<file path="src/rtl/modinv_fermat_2203.sv">
// modinv_fermat_2203: GF(2203) inverse via Fermat square-and-multiply over a Barrett reducer
module modinv_fermat_2203 #(
    parameter int Q   = 2203,
    parameter int W   = 12,
    parameter int MU  = 7615,
    parameter int K   = 12,
    parameter int EXP = 2201
) (
    input  logic         clk,
    input  logic         rst_n,
    input  logic [W-1:0] din_a,
    input  logic         din_valid,
    output logic         din_ready,
    output logic [W-1:0] dout_r,
    output logic         dout_err,
    output logic         dout_valid,
    input  logic         dout_ready
);
    localparam int W2 = 2 * W;
    localparam logic [W2-1:0] Q2 = W2'(Q);
    localparam logic [W2-1:0] MU2 = W2'(MU);
    localparam logic [W-1:0] QW = W'(Q);
    localparam logic [W-1:0] EXP_V = W'(EXP);
    localparam logic [3:0] IDX_TOP = 4'(W - 1);
    typedef enum logic [1:0] {IDLE, SQR, MUL, DONE} state_t;
    state_t state, state_nx;
    logic [W-1:0] acc, acc_nx, base, base_nx, din_red, red;
    logic [3:0] idx, idx_nx;
    logic err_q, err_nx;
    logic [W2-1:0] prod;
    // Quotient estimate undershoots by at most 2, so two trailing subtractions make it exact
    function automatic logic [W-1:0] redc(input logic [W2-1:0] x);
        logic [W2-1:0] t, r;
        t = ((x >> K) * MU2) >> K;
        r = x - t * Q2;
        if (r >= Q2) r = r - Q2;
        if (r >= Q2) r = r - Q2;
        return r[W-1:0];
    endfunction
    assign din_red = din_a >= QW ? din_a - QW : din_a;
    assign prod = W2'(acc) * W2'(state == MUL ? base : acc);
    assign red = redc(prod);
    assign din_ready = state == IDLE;
    assign dout_valid = state == DONE;
    assign dout_r = dout_valid ? acc : '0;
    assign dout_err = dout_valid & err_q;
    always_comb begin
        state_nx = state;
        acc_nx = acc;
        base_nx = base;
        idx_nx = idx;
        err_nx = err_q;
        case (state)
            IDLE: if (din_valid) begin
                base_nx = din_red;
                err_nx = din_red == '0;
                acc_nx = W'(1);
                idx_nx = IDX_TOP;
                state_nx = SQR;
            end
            SQR: begin
                acc_nx = red;
                if (EXP_V[idx]) state_nx = MUL;
                else if (idx == '0) state_nx = DONE;
                else idx_nx = idx - 4'd1;
            end
            MUL: begin
                acc_nx = red;
                state_nx = idx == '0 ? DONE : SQR;
                idx_nx = idx == '0 ? idx : idx - 4'd1;
            end
            DONE: state_nx = dout_ready ? IDLE : DONE;
            default: state_nx = IDLE;
        endcase
    end
    always_ff @(posedge clk or negedge rst_n) begin
        if (!rst_n) begin
            state <= IDLE;
            acc <= W'(1);
            base <= '0;
            idx <= IDX_TOP;
            err_q <= 1'b0;
        end else begin
            state <= state_nx;
            acc <= acc_nx;
            base <= base_nx;
            idx <= idx_nx;
            err_q <= err_nx;
        end
    end
endmodule

</file>
<file path="config.mk">
export PLATFORM = sky130hd
export DESIGN_NAME = modinv_fermat_2203
export DESIGN_NICKNAME = d
export VERILOG_FILES = /design/src/rtl/modinv_fermat_2203.sv
export SDC_FILE = /design/constraint.sdc
export NUM_CORES = 1
export LEC_CHECK = 0
export BUFFER_PORTS_ARGS = -buffer_cell sky130_fd_sc_hd__buf_2
export CAP_MARGIN = 20
export CORE_AREA = 2 2 174 176
export DETAILED_ROUTE_END_ITERATION = 8
export DIE_AREA = 0 0 176 178
export GPL_TIMING_DRIVEN = 0
export PLACE_DENSITY = 0.65
export SYNTH_ARGS = -nofsm -noshare
export SYNTH_HDL_FRONTEND = slang
export SYNTH_SLANG_ARGS = --single-unit
</file>
<file path="constraint.sdc">
create_clock -name clk -period 46.3 [get_ports clk]
set_clock_uncertainty 0.2 [all_clocks]
set_input_delay 2.315 -clock clk [delete_from_list [all_inputs] [get_ports clk]]
set_output_delay 2.315 -clock clk [all_outputs]
set_load 0.005 [all_outputs]
</file>
==> key figures <==
Logic synthesis
  – Count of cell types in the netlist: 81
  – Sequential-to-total area share from yosys stat: 5.35%
  – Total nets after synthesis: 2172
  – EDFF count, synth: 0
  – Post-Syn Instances: roughly 1700
  – Area fraction of the dominant cell type after synthesis: 30.1%
  – Cell area after synthesis: around 0.015 mm^2
  – Syn avg cell area: 8.51 um^2
  – Most used flip-flop cell after synthesis: sky130_fd_sc_hd__dfrtp_1
  – Cell type with the highest aggregate area in the netlist: sky130_fd_sc_hd__fa_1
  – Yosys warning total: 0
  – Cell types occupying the most area after synthesis: sky130_fd_sc_hd__fa_1, sky130_fd_sc_hd__ha_1, sky130_fd_sc_hd__inv_1
  – Post-synth ARST share: 100%
  – Total of flip-flops plus latches after synthesis: 31

Final layout
  – Share of final-layout standard cells stronger than drive strength 1: 4.98%
  – Area grow syn2layout: 5.27%
  – Number of diodes: 0
  – Post-route insts no fill: 2138
  – Final net count: 2205

Timing
  – Total of endpoints with negative setup slack in the final report: 0
  – Unrepaired setup endpoints after global routing: false
  – Final TNS setup: 0 ns
  – Top achievable clock speed: between 40 and 50 MHz
  – Period utilisation layout: 45.3%
  – Tmin final: ~21 ns
  – Worst max-slew margin expressed relative to the limit: 30.3%
  – Worst-margin pin slew: between 1 and 1.5 ns
  – Final Hold Violating Endpoints: 0
  – Total count of max-transition violations in the final report: 0
  – Hold_ws: 0.306 ns

GRT
  – Maximum number of pins on one net before global-route repair: 32
  – GR Overflow Total: 0
  – Vias in the first global route: 11600
  – Total Routing Usage GR: 22.5%
  – Global-route wire length before repair: 57000 um
  – Number of antenna violations at the first check in global routing: 0

Drt
  – Per-cell routed wire length: around 16 um
  – First-iteration detailed-routing DRC count: 663
  – Total iterations of the first detailed-routing run: 5
  – DRC violations left: 0
  – Total via count in the routed design: 11300
  – WL final: around 33000 um
  – Number of vias per cell: 5.28
  – Antenna viol nets, final: 0

Placement
  – HPWL Detailed: 29000 um
  – Count of buffers inserted at the top-level ports: 25
  – Routability congestion estimate from global placement: 0.924
  – Placed cells: 2130

Setup path
  – Number of buffer and inverter instances along the worst setup path: 17
  – Maximum fanout along the worst path: 10
  – Critical Path Sink Type: flop
  – Critical-path cell with the highest stage delay: sky130_fd_sc_hd__a211oi_1
  – Largest delay contributor family on the critical path: adder cells
  – Start-to-end type of the worst setup path: flop to flop
  – Data required time at the worst endpoint: 46.25 ns
  – Longest individual stage delay on the worst path: 0.86 ns
  – Most prevalent standard cell on the critical path: sky130_fd_sc_hd__fa_1
  – Data arrival time of the critical path: roughly 21 ns
  – Critical path launch point type: flop

Clock network
  – H-tree depth reported by CTS: 2
  – Buffer depth of the longest clock path: 2
  – Post-CTS sizing: 0
  – Number of post-CTS setup repair buffers: 0
  – CTS tree: done
  – Worst-skew pair later-pin latency: around 0.28 ns
  – Root buffer selected by CTS: sky130_fd_sc_hd__clkbuf_16
  – Number of buffers created by CTS: 5
  – Number of clock sinks: 31
  – Worst-path clk slew: about 0.05 ns
  – Hold Buf Count CTS: 0

Floorplan
  – Starting density of the core: 49.6%
  – Area of the core: ~0.029 mm^2
  – Vert. Die Dim: 178 um
  – Die extent in x: 176 um
  – Total I/O pin count: 31
  – Cell Rows: 63
  – Floorplan die area: between 0.03 and 0.04 mm^2

Run status
  – Status: completed

Worst hold path
  – Worst hold-check path type: flop to flop

Flow run
  – Max cap viols: 0
## worst reg2reg max path, delay by kind of cell (launching register included)
kind            cells  cell delay [ns]
compound gates     21             6.23
xor+xnor            4             1.25
fa+ha+maj          19             8.22
buf+inv            17             3.23
flops               1             0.42
simple gates        6             1.35
## cells in the final DEF, fill, tap and decap left out, types with 9 or more instances in the layout
cell	count
sky130_fd_sc_hd__a211oi_1	13
sky130_fd_sc_hd__nor3_1	29
sky130_fd_sc_hd__clkbuf_1	46
sky130_fd_sc_hd__fa_1	219
sky130_fd_sc_hd__a31oi_1	12
sky130_fd_sc_hd__a21oi_1	55
sky130_fd_sc_hd__a21o_1	30
sky130_fd_sc_hd__o21ai_0	57
sky130_fd_sc_hd__o21a_1	17
sky130_fd_sc_hd__and2_1	72
sky130_fd_sc_hd__dfrtp_1	27
sky130_fd_sc_hd__nor2b_1	14
sky130_fd_sc_hd__nand4_1	10
sky130_fd_sc_hd__ha_1	223
sky130_fd_sc_hd__xnor2_1	55
sky130_fd_sc_hd__buf_2	28
sky130_fd_sc_hd__xor2_1	26
sky130_fd_sc_hd__nand3_1	15
sky130_fd_sc_hd__nand2_1	150
sky130_fd_sc_hd__mux2_2	13
sky130_fd_sc_hd__nor2_1	76
sky130_fd_sc_hd__inv_1	407
sky130_fd_sc_hd__nand2b_1	9
## layer usage
metal | wire length [um] | GRT usage, %
met1 | 15800 | 31.9
met2 | 15800 | 38.2
met3 | 1240 | 2.37
met4 | 439 | 3.10
met5 | 0 | 0
## synth_stat cells (4+ instances only)
library cell               instances
sky130_fd_sc_hd__nor4_1            5
sky130_fd_sc_hd__or2_2             4
sky130_fd_sc_hd__o21bai_1          5
sky130_fd_sc_hd__xnor2_1          55
sky130_fd_sc_hd__a21oi_1          55
sky130_fd_sc_hd__a211oi_1         13
sky130_fd_sc_hd__a21o_1           30
sky130_fd_sc_hd__mux2_2           13
sky130_fd_sc_hd__nand2_1         150
sky130_fd_sc_hd__a31oi_1          12
sky130_fd_sc_hd__o21a_1           17
sky130_fd_sc_hd__a41oi_1           4
sky130_fd_sc_hd__o21ai_0          57
sky130_fd_sc_hd__nand3_1          15
sky130_fd_sc_hd__and3_1            6
sky130_fd_sc_hd__nor2b_1          14
sky130_fd_sc_hd__or3_1             5
sky130_fd_sc_hd__nor2_1           76
sky130_fd_sc_hd__o21ai_1           7
sky130_fd_sc_hd__dfstp_2           4
sky130_fd_sc_hd__ha_1            223
sky130_fd_sc_hd__fa_1            219
sky130_fd_sc_hd__xor2_1           26
sky130_fd_sc_hd__o41ai_1           4
sky130_fd_sc_hd__o211a_1           4
sky130_fd_sc_hd__nand2b_1          9
sky130_fd_sc_hd__and2_1           72
sky130_fd_sc_hd__o211ai_1          7
sky130_fd_sc_hd__nand4_1          10
sky130_fd_sc_hd__inv_1           407
sky130_fd_sc_hd__o31ai_1           4
sky130_fd_sc_hd__nor3_1           29
sky130_fd_sc_hd__dfrtp_1          27
sky130_fd_sc_hd__mux2i_1           4
sky130_fd_sc_hd__o311ai_0          4
sky130_fd_sc_hd__clkbuf_1         45
## logic make-up (layout without fill, tap and decap cells)
logic type | Yosys count | in the layout | synth area share (%)
buf+inv | 458 | 492 | 11.9
simple gates | 417 | 417 | 14.1
flops | 31 | 31 | 5.35
fa+ha+maj | 442 | 442 | 49.2
compound gates | 264 | 264 | 12.8
mux | 17 | 17 | 1.28
xor+xnor | 85 | 85 | 5.35
## final timing paths
kind                            slack (ns)                  from  cells after the start              endpoint
worst max register to register       25.31  state[0]$_DFFE_PN0P_                     67   acc[10]$_DFFE_PN0P_
worst min-delay path                  0.31   base[9]$_DFFE_PN0P_                      2   base[9]$_DFFE_PN0P_
worst min register to register        0.31   base[9]$_DFFE_PN0P_                      2   base[9]$_DFFE_PN0P_
max in group asynchronous            43.56                 rst_n                      1    acc[9]$_DFFE_PN0P_
min in group asynchronous             1.88                 rst_n                      1  base[11]$_DFFE_PN0P_
worst max-delay path                 25.31  state[0]$_DFFE_PN0P_                     67   acc[10]$_DFFE_PN0P_
## layout make-up
class / count / area [um^2]
Sequential cell: 31 / 781
Multi-Input combinational cell: 1225 / 12100
Clock inverter: 1 / 5.00
Inverter: 407 / 1530
Fill cell: 2802 / 14000
Clock buffer: 7 / 143
Tap cell: 390 / 488
Buffer: 51 / 204
Timing Repair Buffer: 26 / 133
## metrics by stage
stage	area (um^2)	setup slack, ns	util [%]
after detailed placement	15200	25.65	51.7
final	15400	25.31	52.2
after global placement	15200	25.88	51.7
after CTS	15400	25.50	52.2
after global routing	15400	24.21	52.2
after floorplan	14600	28.55	-
## state kept, by name, indices dropped and copies added (netlist names)
signal / cells
acc: 12
state: 2
err_q: 1
base: 12
idx: 4
Power is left out: the tool's default activity adds up to more than one toggle a clock period on the data nets, which glitch-free logic cannot reach.
